File: config.mk
export PLATFORM = sky130hd
export DESIGN_NAME = spi_ring_buffer
export DESIGN_NICKNAME = d
export VERILOG_FILES = /design/src/rtl/spi_buf_pkg.sv /design/src/rtl/spi_word_capture.sv /design/src/rtl/spi_ring_buffer.sv
export SDC_FILE = /design/constraint.sdc
export NUM_CORES = 1
export LEC_CHECK = 0
export CAP_MARGIN = 20
export CELL_PAD_IN_SITES_DETAIL_PLACEMENT = 0
export CELL_PAD_IN_SITES_GLOBAL_PLACEMENT = 1
export CORE_UTILIZATION = 34
export CTS_BUF_LIST = sky130_fd_sc_hd__clkbuf_16
export CTS_CLUSTER_DIAMETER = 200
export DETAILED_ROUTE_END_ITERATION = 10
export PLACE_DENSITY_LB_ADDON = 0.1
export SLEW_MARGIN = 20
export SYNTH_ARGS = -nofsm -noshare
export SYNTH_HDL_FRONTEND = slang
export SYNTH_SLANG_ARGS = --single-unit
File: constraint.sdc
create_clock -name clk -period 2.8 [get_ports clk]
set_input_delay 0.7 -clock clk [delete_from_list [all_inputs] [get_ports clk]]
set_output_delay 0.7 -clock clk [all_outputs]
set_load 0.005 [all_outputs]
File: src/rtl/spi_buf_pkg.sv
// spi_ring_buffer shared types and default parameter values.
// Imported by the ring buffer top.
package spi_buf_pkg;

  localparam int DEF_DATA_W   = 16;
  localparam int DEF_DEPTH    = 32768;
  localparam int DEF_SPI_BITS = 16;

  typedef enum logic [2:0] {
    IDLE,
    WR,
    RD,
    RD_DATA,
    RD_OUT
  } state_e;

endpackage

File: src/rtl/spi_word_capture.sv
// Arms on spi_count==0, latches the SPI word on the last bit count.
// Holds one pending word; a second capture while pending is dropped.
module spi_word_capture #(
  parameter int DATA_W   = spi_buf_pkg::DEF_DATA_W,
  parameter int SPI_BITS = spi_buf_pkg::DEF_SPI_BITS
) (
  input  logic              clk,
  input  logic              rst_n,
  input  logic [7:0]        spi_count,
  input  logic [DATA_W-1:0] spi_word_in,
  input  logic              clr_pend,
  input  logic              flush,
  output logic [DATA_W-1:0] hold_word,
  output logic              pending,
  output logic              drop
);

  logic              armed_q, armed_d;
  logic              pend_q, pend_d;
  logic [DATA_W-1:0] hold_q, hold_d;
  logic              hit, busy, take;

  always_comb begin
    hit  = armed_q && (spi_count == 8'(SPI_BITS - 1));
    // the word being written this cycle frees the hold register
    busy = pend_q && !clr_pend;
    take = hit && !busy && !flush;
    drop = hit && busy && !flush;

    armed_d = armed_q;
    if (hit) begin
      armed_d = 1'b0;
    end else if (spi_count == 8'd0) begin
      armed_d = 1'b1;
    end

    hold_d = take ? spi_word_in : hold_q;

    pend_d = pend_q;
    if (flush || clr_pend) begin
      pend_d = 1'b0;
    end
    if (take) begin
      pend_d = 1'b1;
    end
  end

  always_ff @(posedge clk or negedge rst_n) begin
    if (!rst_n) begin
      armed_q <= 1'b1;
      pend_q  <= 1'b0;
      hold_q  <= '0;
    end else begin
      armed_q <= armed_d;
      pend_q  <= pend_d;
      hold_q  <= hold_d;
    end
  end

  assign hold_word = hold_q;
  assign pending   = pend_q;

endmodule

File: src/rtl/spi_ring_buffer.sv
// SPI-fed ring buffer over an external single-port synchronous RAM.
// Define RING_OVERWRITE_EN to overwrite the oldest word when full.
module spi_ring_buffer #(
  parameter int DATA_W   = spi_buf_pkg::DEF_DATA_W,
  parameter int DEPTH    = spi_buf_pkg::DEF_DEPTH,
  parameter int SPI_BITS = spi_buf_pkg::DEF_SPI_BITS,
  parameter int AW       = $clog2(DEPTH)
) (
  input  logic              clk,
  input  logic              rst_n,
  input  logic [7:0]        spi_count,
  input  logic [DATA_W-1:0] spi_word_in,
  input  logic              rd_req,
  input  logic              flush,
  input  logic              clr_ovf,
  output logic [AW-1:0]     ram_addr,
  output logic              ram_we,
  output logic [DATA_W-1:0] ram_wdata,
  input  logic [DATA_W-1:0] ram_rdata,
  output logic [DATA_W-1:0] rd_data,
  output logic              rd_valid,
  output logic [AW:0]       count,
  output logic              full,
  output logic              empty,
  output logic              overflow
);

  import spi_buf_pkg::*;

  localparam logic [AW:0]   FULL_CNT = (AW+1)'(DEPTH);
  localparam logic [AW:0]   CNT_ONE  = (AW+1)'(1);
  localparam logic [AW-1:0] PTR_ONE  = AW'(1);

  state_e            state_q, state_d;
  logic [AW-1:0]     wr_ptr_q, wr_ptr_d;
  logic [AW-1:0]     rd_ptr_q, rd_ptr_d;
  logic [AW:0]       count_q, count_d;
  logic              ovf_q, ovf_d;
  logic [DATA_W-1:0] rd_data_q, rd_data_d;

  logic [DATA_W-1:0] hold_word;
  logic              pending, drop, clr_pend, ovf_set;

  spi_word_capture #(
    .DATA_W   (DATA_W),
    .SPI_BITS (SPI_BITS)
  ) u_cap (
    .clk         (clk),
    .rst_n       (rst_n),
    .spi_count   (spi_count),
    .spi_word_in (spi_word_in),
    .clr_pend    (clr_pend),
    .flush       (flush),
    .hold_word   (hold_word),
    .pending     (pending),
    .drop        (drop)
  );

  assign full  = (count_q == FULL_CNT);
  assign empty = (count_q == '0);

  always_comb begin
    state_d   = state_q;
    wr_ptr_d  = wr_ptr_q;
    rd_ptr_d  = rd_ptr_q;
    count_d   = count_q;
    rd_data_d = rd_data_q;
    ram_we    = 1'b0;
    ram_addr  = '0;
    ram_wdata = '0;
    rd_valid  = 1'b0;
    clr_pend  = 1'b0;
    ovf_set   = drop;

    unique case (state_q)
      IDLE: begin
        if (pending) begin
          state_d = WR;
        end else if (rd_req && !empty) begin
          state_d = RD;
        end
      end
      WR: begin
        clr_pend  = 1'b1;
        state_d   = IDLE;
        ram_addr  = wr_ptr_q;
        ram_wdata = hold_word;
        if (!full) begin
          ram_we   = 1'b1;
          wr_ptr_d = wr_ptr_q + PTR_ONE;
          count_d  = count_q + CNT_ONE;
        end else begin
          ovf_set = 1'b1;
`ifdef RING_OVERWRITE_EN
          ram_we   = 1'b1;
          wr_ptr_d = wr_ptr_q + PTR_ONE;
          rd_ptr_d = rd_ptr_q + PTR_ONE;
`endif
        end
      end
      RD: begin
        ram_addr = rd_ptr_q;
        rd_ptr_d = rd_ptr_q + PTR_ONE;
        count_d  = count_q - CNT_ONE;
        state_d  = RD_DATA;
      end
      RD_DATA: begin
        rd_data_d = ram_rdata;
        state_d   = RD_OUT;
      end
      RD_OUT: begin
        rd_valid = !flush;
        state_d  = IDLE;
      end
      default: state_d = IDLE;
    endcase

    if (flush) begin
      state_d  = IDLE;
      wr_ptr_d = '0;
      rd_ptr_d = '0;
      count_d  = '0;
    end

    // a set event in the same cycle beats clr_ovf
    ovf_d = ovf_set ? 1'b1 : (clr_ovf ? 1'b0 : ovf_q);
  end

  always_ff @(posedge clk or negedge rst_n) begin
    if (!rst_n) begin
      state_q   <= IDLE;
      wr_ptr_q  <= '0;
      rd_ptr_q  <= '0;
      count_q   <= '0;
      ovf_q     <= 1'b0;
      rd_data_q <= '0;
    end else begin
      state_q   <= state_d;
      wr_ptr_q  <= wr_ptr_d;
      rd_ptr_q  <= rd_ptr_d;
      count_q   <= count_d;
      ovf_q     <= ovf_d;
      rd_data_q <= rd_data_d;
    end
  end

  assign count    = count_q;
  assign overflow = ovf_q;
  assign rd_data  = rd_data_q;

endmodule
======== Word-level counts from Yosys, hierarchy flattened ========
Cells that the tools add are included.
cells by class
  add/subtract/negate cells ............... 4
  eq/ne operators ......................... 9
  multiplexer cells ....................... 26
  reduce and logical (&&, ||, !) cells .... 23
operators by type and width
  kind                     number
  $mux W15                 5
  $mux W16                 3
  $pmux W16 S2             1
  $add A15 B1 Y15 const B  2
  $pmux W15 S2             1
  $add A16 B1 Y16 const B  1
  $eq A16 B16 Y1 const B   1
  $logic_not A16 Y1        1
  $sub A16 B1 Y16 const B  1
  $mux W1                  12
  $reduce_bool A2 Y1       5
  $mux W3                  3
  $pmux W3 S3              1
  $eq A8 B4 Y1 const B     1
  $logic_not A8 Y1         1
  $logic_and A1 B1 Y1      7
  $eq A3 B2 Y1 const B     2
  $logic_not A1 Y1         4
  $ne A4 B3 Y1 const B     1
  $reduce_and A2 Y1        2
  $eq A3 B1 Y1 const B     1
  $eq A3 B3 Y1 const B     1
  $logic_not A3 Y1         1
  $ne A3 B3 Y1 const B     1
  3 further kinds          3
storage, ports and cells
  register bits after elaboration ......... 84
  input bits .............................. 45
  output and inout port bits .............. 68

======== Logic depth before layout (Yosys ltp) ========
Gate-level depths: netlist of the first run.
  depth after elaboration ................. 9
  depth in mapped cells ................... 12
  gate-level depth less buffers ........... 9

======== Cells and area by module ========
A second synthesis of the first run with hierarchy kept.
unflattened totals
  cell total of the unflattened synthesis .. 446
  area, all modules ....................... 4615.7 um^2
by module, submodules not included
  module            instances  cells each  area each (um^2)
  spi_ring_buffer   1          399         3827.4
  spi_word_capture  1          47          788.3

======== Least setup slack after synthesis of the first run ========
OpenSTA, ideal clock, no wires.
  kind .................................... reg-to-reg
  start point ............................. register state_q[1]
  end point ............................... register count_q[6], in the netlist count[6]
  data arrival time ....................... 2587 ps
  setup slack ............................. 81 ps
  cell stages (with the launch flop) ...... 13
  path buffers ............................ 3
  path through ............................ dfrtp_1 -> buf_2 -> or3b_1 -> clkbuf_1 -> buf_2 -> xnor2_1 -> ha_1 -> or3_1 -> o22ai_1 -> a21o_1 -> mux2i_1 -> xor2_1 -> nor2_1
between the ends
  longest elaborated chain between the ends .. 3
  elaborated cells between the ends (all ways) .. 7
RTL lines
  item                                           RTL line                text
  start: declaration                             spi_ring_buffer.sv:34   state_e state_q, state_d;
  start signal: assignment                       spi_ring_buffer.sv:138  state_q <= state_d;
  $eq A3 B2 Y1 or $eq A3 B1 Y1 (tied branches)   spi_ring_buffer.sv:75   unique case (state_q)
  $pmux W16 S2 (tied with other cells)           spi_ring_buffer.sv:75
  $mux W16 or $reduce_and A2 Y1 (tied branches)  --
  end signal: assignment                         spi_ring_buffer.sv:141  count_q <= count_d;
  end: declaration                               spi_ring_buffer.sv:37   logic [AW:0] count_q, count_d;
Parallel ways exist; a longest one is shown, timed or not.
A chain may end at the register's enable or synchronous reset.

======== Worst setup path after layout of the first run ========
  start point ............................. register state_q[2]
  end point ............................... output port ram_addr[12]
between the ends
  longest elaborated chain between the ends .. 2
  elaborated cells between the ends (all ways) .. 3
RTL lines
  item                                          RTL line               text
  $eq A3 B2 Y1 or $eq A3 B1 Y1 (tied branches)  spi_ring_buffer.sv:75
  $pmux W15 S2 (*)                              spi_ring_buffer.sv:75
  end: declaration                              spi_ring_buffer.sv:16  output logic [AW-1:0] ram_addr,
Mark *: on every way between the ends. The rest lies on a longest branch, timed or not.

==> reports/metrics.cfg, run 1 <==
[status]
outcome = finished, final reports clean

[final_layout]
drive_above_1_share_pct = 17.07
n_antenna_cell = 0
final_area_um2 = 6365
area_delta_synth_final_pct = 39.83
nNetsFinal = 625

[clock_tree]
cts.sinks = 84
clkTransAtPathRegs_ps = 60
insertion_delay_ps = 340
root_buffer = clkbuf_16
cts.hold.buffers_added = 0
cts_inserted_buffers = 9
htree_levels = 3
cts_buffer_depth = 2
cts_tree = built

[power_and_ir_drop]
peakVddDrop_mv = 0.4264
powerDensity_nw_per_um2 = 852.8
p_leak_nw = 2.844
power.total_mw = 5.428

[hold_path]
hold_path.class = in2async

[global_route]
grt_start_max_net_pins = 66
grt_usage_pct = 17.50
antenna_found_initial = 0
grt-ovfl-total = 0
grt_pass1_vias = 3672
grt_pass1_wl_um = 19350

[placed_design]
routabilityCongestion = 0.7368
placed_area_um2 = 5974
io_buffers = 112
dpl.hpwl_um = 7915

[sta]
period_share_pct = 97.60
setup-tns-final_ps = 0
holdWs_ps = 319.0
hold_viol = 0
slew_violations = 0
slew_headroom_pct = 41.12
fin_crit_ps = 2733
finalSetupViolCount = 0
skew_ps = 9.328
max_freq_mhz = 365.9
worst_slew_pin_slew_ps = 880.6

[setup_path]
start_kind = register
end_kind = output port
arrival_ps = 2030
required_ps = 2100
setup.worst_path.class = reg2out
critPathMaxFanout = 6

[synthesis]
synth_top_area_share_pct = 45.63
synth_nets = 496
synth_cell_types = 59
async_reset_ff_share_pct = 100.0
synth_cells = 446
synth_area_per_cell_um2 = 10.21
netlist_top_cells_area = dfrtp_1, mux2_2, xor2_1, nor2_1, a22o_1
synth_top_area_cell = dfrtp_1
synth-seq-cells = 84
yosysWarnings = 0
synth_edf_count = 0
synth_most_common_cell = dfrtp_1
syn_area_um2 = 4552
ys_seq_area_share_pct = 46.21
yosys_most_used_dff = dfrtp_1
synth.top_cells.by_count = dfrtp_1, nor2_1, mux2_2

[floorplan]
die_y_um = 117.7
ioPinCount = 113
dieArea_um2 = 13850
fp.dieW_um = 117.7
start_util_pct = 35.49
rows = 41
core-area_um2 = 12820

[drt]
antenna_left = 0
dr.pass1.iters = 4
drt-total-wl_um = 11730
viasPerCell = 5.016
drt_iter0_drc = 204
wire_per_inst_um = 15.59
drc = 0
vias = 3772

[flow_run]
maxCapViolCount = 0

==> critical path, stage by stage, from the launching register on <==
cell and delay (ps):
dfrtp_1 380, buf_4 160, nor3b_4 190, buf_4 150, buf_2 170, a22o_1 150
clkdlybuf4s50_1 500
==> per-layer routing <==
layer | GRT usage [%] | up-vias | part of all wire, %
li1 | - | 1860 | -
met1 | 25.69 | 1815 | 51
met2 | 25.18 | 87 | 43
met4 | 4.567 | 0 | 1.0
met5 | 0 | - | 0
met3 | 4.651 | 10 | 4.5
==> layout by cell type (no fill, tap or decap), drive strengths merged, types with 4 or more instances in the layout <==
cell type	Yosys	layout
clkbuf	19	9
buf	13	40
ha	5	5
a22o	14	14
dfrtp	83	83
or3	9	9
xnor2	10	10
dlymetal6s2s	0	5
o21ai	14	14
clkdlybuf4s50	0	102
and3	8	8
xor2	27	27
nor3b	4	4
and4	5	5
and2	16	16
nand2	21	21
nand3	12	12
nor2	53	53
nand4	11	11
mux2	32	32
a21oi	14	14
nor3	16	16
o2111ai	5	5
inv	6	9
==> layout make-up <==
| class | instances | area, um2 |
|---|---|---|
| inverters | 6 | 27.53 |
| repair buffers | 150 | 1450 |
| clock inverters | 7 | 58.81 |
| multi-input cells | 324 | 2285 |
| clock buffers | 9 | 225.2 |
| flip-flops and latches | 84 | 2103 |
| well taps | 172 | 215.2 |
| fillers | 1225 | 6460 |
==> final timing paths <==
check                                          from                   to  slack, ps  cells after the start
worst max-delay path                     state_q[2]         ram_addr[12]         70                      6
worst min-delay path                          rst_n             count[8]        320                      1
worst max register to register           state_q[0]             count[6]        320                      9
worst min register to register  u_cap.hold_word[13]  u_cap.hold_word[13]        500                      1
max in group asynchronous                     rst_n        u_cap.armed_q       1820                      2
min in group clk                u_cap.hold_word[13]  u_cap.hold_word[13]        500                      1
==> power breakdown <==
group          switching [mW]  total [mW]  internal (mW)
sequential              0.185        1.66           1.47
clock                   0.487        1.17          0.680
combinational            1.22        2.60           1.38
total                    1.90        5.43           3.53
==> flip-flops by register name (all words and copies together) (netlist names), 3 cells and up <==
name / cells
rd_data: 16
count: 16
rd_ptr_q: 15
state_q: 3
wr_ptr_q: 15
u_cap.hold_word: 16
==> what timing repair did <==
item,in CTS,in global routing
cloned,0,2
endpoints found under the setup margin,19,23
setup buffers,4,4
pin swaps,3,3
resized for setup,6,11
==> stage by stage <==
step                utilization, %  cells  worst slack, ps
global placement             46.59    726           -21.91
floorplan                        -    446            81.38
detailed placement           46.59    726           -68.50
global route                 49.63    752           -17.30
CTS                          49.10    746            1.599
finish                       49.63    752            67.07
==> cell families (layout without fill, tap and decap cells) <==
| logic type | count (synthesis) | count (layout) | share of synthesized area (%) |
|---|---|---|---|
| AOI/OAI and AO/OA | 73 | 73 | 11.85 |
| muxes | 35 | 35 | 8.576 |
| DFF | 84 | 84 | 46.21 |
| and+or+nand+nor | 174 | 174 | 20.84 |
| buffers and inverters | 38 | 172 | 4.040 |
| xor gates and xnor gates | 37 | 37 | 7.119 |
| adders and majority gates | 5 | 5 | 1.374 |
No activity file was read; power rests on OpenSTA's default activity.
==> inputs of run 2 (changes only) <==
- RECOVER_POWER: not set -> 50
- SKIP_LAST_GASP: not set -> 1
==> reports/metrics.cfg, run 2 (synthesis results as in run 1) <==
[status]
outcome = complete, but fails checks
violations = max-capacitance violations, max-slew violations

[setup_path]
cp_cell_sequence = buf_4 > nor3b_4 > buf_4 > buf_4 > and2_1 > clkdlybuf4s50_1
rr_startpoint = state_q[0]
crit_start = state_q[2]
end_kind = output port
cpMaxStageDelayCell = clkdlybuf4s50_1
path_common_cell = buf_4
worst-path-buf-inv = 4  ; unchanged
path_delay_family = buffers and inverters
setup.worst_path.class = reg2out
r2r_end = count[6]
critPathMaxFanout = 11  ; +5
endpoint = ram_wdata[10]
rrSetupSlack_ps = 290  ; -30 ps
arrival_ps = 2030  ; about the same
crit_cells = 6  ; unchanged
required_ps = 2100  ; about the same
start_kind = register
worstRegToRegCells = 9  ; unchanged
cpPeakStageDelay_ps = 510  ; about the same

[sta]
finalSetupViolCount = 0  ; unchanged
skew_ps = 9.842  ; +0.5141 ps
fin_crit_ps = 2732  ; -1.299 ps
rsz0062_at_grt = yes
slew_headroom_pct = -36.94  ; -78 points
max_freq_mhz = 366.1  ; about the same
worst_slew_pin_slew_ps = 2054  ; +1174 ps
hold_viol = 0  ; unchanged
period_share_pct = 97.56  ; about the same
slew_violations = 38  ; +38

[hold_path]
hold_path.class = reg2reg

[drt]
vias = 3766  ; -0.16%
drt_iter0_drc = 204  ; unchanged
viasPerCell = 5.008  ; -0.16%
dr.pass1.iters = 4  ; unchanged
wire_per_inst_um = 15.60  ; about the same
antenna_left = 0  ; unchanged
drc = 0  ; unchanged
drt-total-wl_um = 11730  ; about the same

[global_route]
grt_usage_pct = 17.50  ; unchanged
antenna_found_initial = 0  ; unchanged
grt_pass1_vias = 3672  ; unchanged
grt_start_max_net_pins = 66  ; unchanged
grt_pass1_wl_um = 19350  ; unchanged
grt-ovfl-total = 0  ; unchanged

[clock_tree]
cts_buffer_depth = 2  ; unchanged
root_buffer = clkbuf_16
insertion_delay_ps = 340  ; about the same
cts_tree = built
cts_inserted_buffers = 9  ; unchanged
htree_levels = 3  ; unchanged
cts.sinks = 84  ; unchanged
clkTransAtPathRegs_ps = 60  ; about the same

[final_layout]
area_delta_synth_final_pct = 39.42
layout_common_cells = clkdlybuf4s50_1, dfrtp_1, nor2_1
utilization_pct = 49.48  ; -0.15 points
finalNonFillerCells = 752  ; unchanged
seq_area_um2 = 2103  ; unchanged
drive_above_1_share_pct = 16.72  ; -0.34 points
multiInputGateArea_um2 = 2285  ; unchanged
fillers = 1229  ; +0.33%
nNetsFinal = 625  ; unchanged
final_common_cell = clkdlybuf4s50_1
n_antenna_cell = 0  ; unchanged
final_area_um2 = 6346  ; -0.29%

[power_and_ir_drop]
combinationalPowerShare_pct = 47.5  ; -0.4 points
powerDensity_nw_per_um2 = 847.4  ; -0.62%
peakVddDrop_mv = 0.4116  ; -3.5%
p_switching_mw = 1.897  ; about the same
p_int_mw = 3.481  ; -1.4%
p_leak_nw = 2.822  ; -0.77%
power_frac_seq_pct = 30.8  ; +0.2 points
power.total_mw = 5.378  ; -0.92%
p_sw_share_pct = 35.27  ; +0.32 points
clock_power_share_pct = 21.8  ; +0.3 points

[flow_run]
maxCapViolCount = 1  ; +1

[floorplan]
core-area_um2 = 12820  ; unchanged
start_util_pct = 35.49  ; unchanged
die_y_um = 117.7  ; unchanged
dieArea_um2 = 13850  ; unchanged
fp.dieW_um = 117.7  ; unchanged
rows = 41  ; unchanged
ioPinCount = 113  ; unchanged

[placed_design]
dp_cells = 726  ; unchanged
routabilityCongestion = 0.7368  ; unchanged
placed_area_um2 = 5974  ; unchanged
io_buffers = 112  ; unchanged
dpl.hpwl_um = 7915  ; unchanged

==> run 2: how the worst min path moves through the flow <==
stage / startpoint / to / slack (ps) / depth (start not counted)
floorplan: rst_n / count[0] / 400 / 0
global placement: u_cap.hold_word[4] / u_cap.hold_word[4] / 480 / 1
detailed placement: u_cap.hold_word[10] / u_cap.hold_word[10] / 490 / 1
CTS: rst_n / count[8] / 340 / 1
global route: u_cap.hold_word[15] / u_cap.hold_word[15] / 510 / 1
finish: u_cap.hold_word[13] / u_cap.hold_word[13] / 500 / 1
==> run 2: metal layers <==
layer  up-vias  share of wire, %  global-route usage [%]
met5         -                 0                       0
met4         0               1.0                   4.567
met3        10               5.0                   4.651
met2        83                43                   25.18
met1      1815                51                   25.69
li1       1858                 -                       -
==> run 2: what timing repair did <==
item,in CTS,in global routing
gates resized for setup,6,10
pin swaps,3,3
setup buffers,4,4
hold buffers,0,0
cloned,0,2
setup endpoints to repair,19,23
hold endpoints to repair,0,0
==> run 2: worst reg2reg max path, cell delays in order, from the launching register on <==
cell and delay (ps):
dfrtp_1 380, or3b_4 440, xnor2_1 140, ha_1 230, or3_1 340, o22ai_1 200, a21o_1 170, mux2i_1 240
xor2_1 160, nor2_1 50
==> run 2: power by group through the flow <==
stage	combinational [mW]	clock [mW]	sequential [mW]
floorplan	1.37	0	1.69
global placement	2.45	0	1.67
detailed placement	2.46	0	1.68
CTS	2.58	1.21	1.66
global route	2.81	1.26	1.69
finish	2.55	1.17	1.65
==> run 2: stage by stage <==
step / hold WS (ps) / setup TNS (ps) / setup slack (ps)
final: 495.9 / 0 / 68.37
after global routing: 510.9 / -98.55 / -17.30
after CTS: 336.2 / 0 / 1.599
after detailed placement: 487.6 / -980.0 / -68.50
after global placement: 481.0 / -331.8 / -21.91
after floorplan: 404.4 / 0 / 81.38
==> run 2: final cells by class <==
type | instances | area share [%]
Multi-Input combinational cell | 324 | 36.00
Timing Repair Buffer | 150 | 22.56
Clock buffer | 9 | 3.549
Clock inverter | 7 | 0.9267
Sequential cell | 84 | 33.14
Inverter | 6 | 0.4338
Tap cell | 172 | 3.391
==> inputs of run 3 (changes only) <==
- CORE_ASPECT_RATIO: not set -> 0.75
- GPL_ROUTABILITY_DRIVEN: not set -> 0
==> reports/metrics.cfg, run 3 (synthesis results as in run 1) <==
[drt]
drt_iter0_drc = 189  ; -7.4%
drt-total-wl_um = 12600  ; +7.4%
wire_per_inst_um = 16.71  ; +7.1%
antenna_left = 0  ; unchanged
drc = 0  ; unchanged
viasPerCell = 5.163  ; +3.1%
vias = 3893  ; +3.4%
dr.pass1.iters = 4  ; unchanged

[power_and_ir_drop]
p_leak_nw = 2.819  ; -0.13%
power.total_mw = 5.618  ; +4.5%
powerDensity_nw_per_um2 = 867.6  ; +2.4%
peakVddDrop_mv = 0.4048  ; -1.7%

[sta]
slew_headroom_pct = 9.981  ; +47 points
period_share_pct = 98.49  ; +0.94 points
max_freq_mhz = 362.6  ; -0.95%
holdWs_ps = 494.5  ; -1.435 ps
skew_ps = 9.228  ; -0.6139 ps
rsz0062_at_grt = yes
slew_violations = 0  ; -100%
finalSetupViolCount = 0  ; unchanged
hold_viol = 0  ; unchanged
setup-tns-final_ps = 0  ; unchanged
fin_crit_ps = 2758  ; +26.20 ps
worst_slew_pin_slew_ps = 1350  ; -703.8 ps

[floorplan]
core-area_um2 = 13020  ; +1.5%
ioPinCount = 113  ; unchanged
dieArea_um2 = 13860  ; about the same
fp.dieW_um = 135.6  ; +15%
start_util_pct = 34.97  ; -0.53 points
rows = 36  ; -12%
die_y_um = 102.2  ; -13%

[clock_tree]
cts_inserted_buffers = 9  ; unchanged
cts.hold.buffers_added = 0  ; unchanged
root_buffer = clkbuf_16
clkTransAtPathRegs_ps = 60  ; about the same
cts_buffer_depth = 2  ; unchanged
cts.sinks = 84  ; unchanged
insertion_delay_ps = 340  ; about the same
cts_tree = built
htree_levels = 3  ; unchanged

[hold_path]
hold_end = u_cap.armed_q
hold_start = u_cap.armed_q
timing.hold.worst_path_depth = 2  ; +1
hold_path.class = reg2reg

[placed_design]
placed_area_um2 = 6008  ; +0.57%
dpl.hpwl_um = 8603  ; +8.7%
io_buffers = 112  ; unchanged

[final_layout]
layout_common_cells = clkdlybuf4s50_1, dfrtp_1, nor2_1
fillers = 1171  ; -4.7%
drive_above_1_share_pct = 18.18  ; +1.5 points
final_common_cell = clkdlybuf4s50_1
n_antenna_cell = 0  ; unchanged
nNetsFinal = 628  ; +0.48%
area_delta_synth_final_pct = 42.25
final_area_um2 = 6475  ; +2.0%

[setup_path]
rr_startpoint = state_q[0]
r2r_end = count[6]
worstRegToRegCells = 10  ; +1
setup.worst_path.class = reg2out
critPathMaxFanout = 16  ; +5
required_ps = 2100  ; about the same
end_kind = output port
arrival_ps = 2060  ; +30 ps
start_kind = register
rrSetupSlack_ps = 120  ; -170 ps

[global_route]
antenna_found_initial = 0  ; unchanged
grt_start_max_net_pins = 66  ; unchanged
grt-ovfl-total = 0  ; unchanged
grt_usage_pct = 17.80  ; +0.30 points
grt_pass1_wl_um = 18980  ; -1.9%
grt_pass1_vias = 3531  ; -3.8%

[flow_run]
maxCapViolCount = 0  ; -1

[status]
outcome = finished, final reports clean

[run 3: cell count changes in the layout (fill, tap and decap cells not counted), moves of 3 or more]
cell,previous run,this run
dlygate4sd3_1,18,15
buf_12,2,5
clkinvlp_4,0,3
clkbuf_16,9,12
clkdlybuf4s50_1,85,90
[run 3: what timing repair did]
action                                  4_1_cts  5_1_grt
gates resized for setup                       8        7
buffers inserted                              5        2
pin swaps                                     4        2
gates cloned                                  0        3
endpoints found under the setup margin       15       11
[run 3: area by class of cell]
class	count	area (um2)	share of cell area, %
flip-flops and latches	84	2103	32.48
multi-input cells	324	2296	35.46
clock buffers	9	225.2	3.478
inverters	6	32.53	0.5024
well taps	171	214.0	3.304
repair buffers	153	1529	23.61
clock inverters	7	75.07	1.159
[run 3: metrics by stage]
stage	util (%)	setup WS (ps)	instances
2_1_floorplan	-	81.38	446
3_3_place_gp	46.16	-26.85	728
3_5_place_dp	46.16	-104.8	728
4_1_cts	48.83	9.419	749
5_1_grt	49.74	-29.17	754
6_report	49.74	42.17	754
[run 3: worst max-delay path by stage]
stage	startpoint	end	cells after the start
2_1_floorplan	state_q[1]	count[6]	12
3_3_place_gp	spi_count[5]	u_cap.hold_word[15]	7
3_5_place_dp	spi_count[5]	u_cap.hold_word[11]	7
4_1_cts	state_q[2]	ram_addr[1]	5
5_1_grt	state_q[2]	ram_wdata[7]	6
6_report	state_q[2]	ram_addr[3]	6
[run 3: layer usage]
layer | GRT usage [%] | share of wire [%]
met5 | 0 | 0
met4 | 4.927 | 1.1
met3 | 3.720 | 5.0
met2 | 25.47 | 42
met1 | 26.82 | 52
[run 3: where the power goes]
group	switching, mW	total [mW]	leakage (nW)	internal (mW)
Sequential	0.181	1.66	1.12	1.47
Clock	0.501	1.19	0.138	0.694
Combinational	1.33	2.77	1.56	1.44
[run 3: critical path: stages (launching register included)]
cell             delay, ps
dfrtp_1                370
buf_4                  160
nor3b_4                230
buf_12                 150
clkbuf_16              160
a22o_1                 150
clkdlybuf4s50_1        500
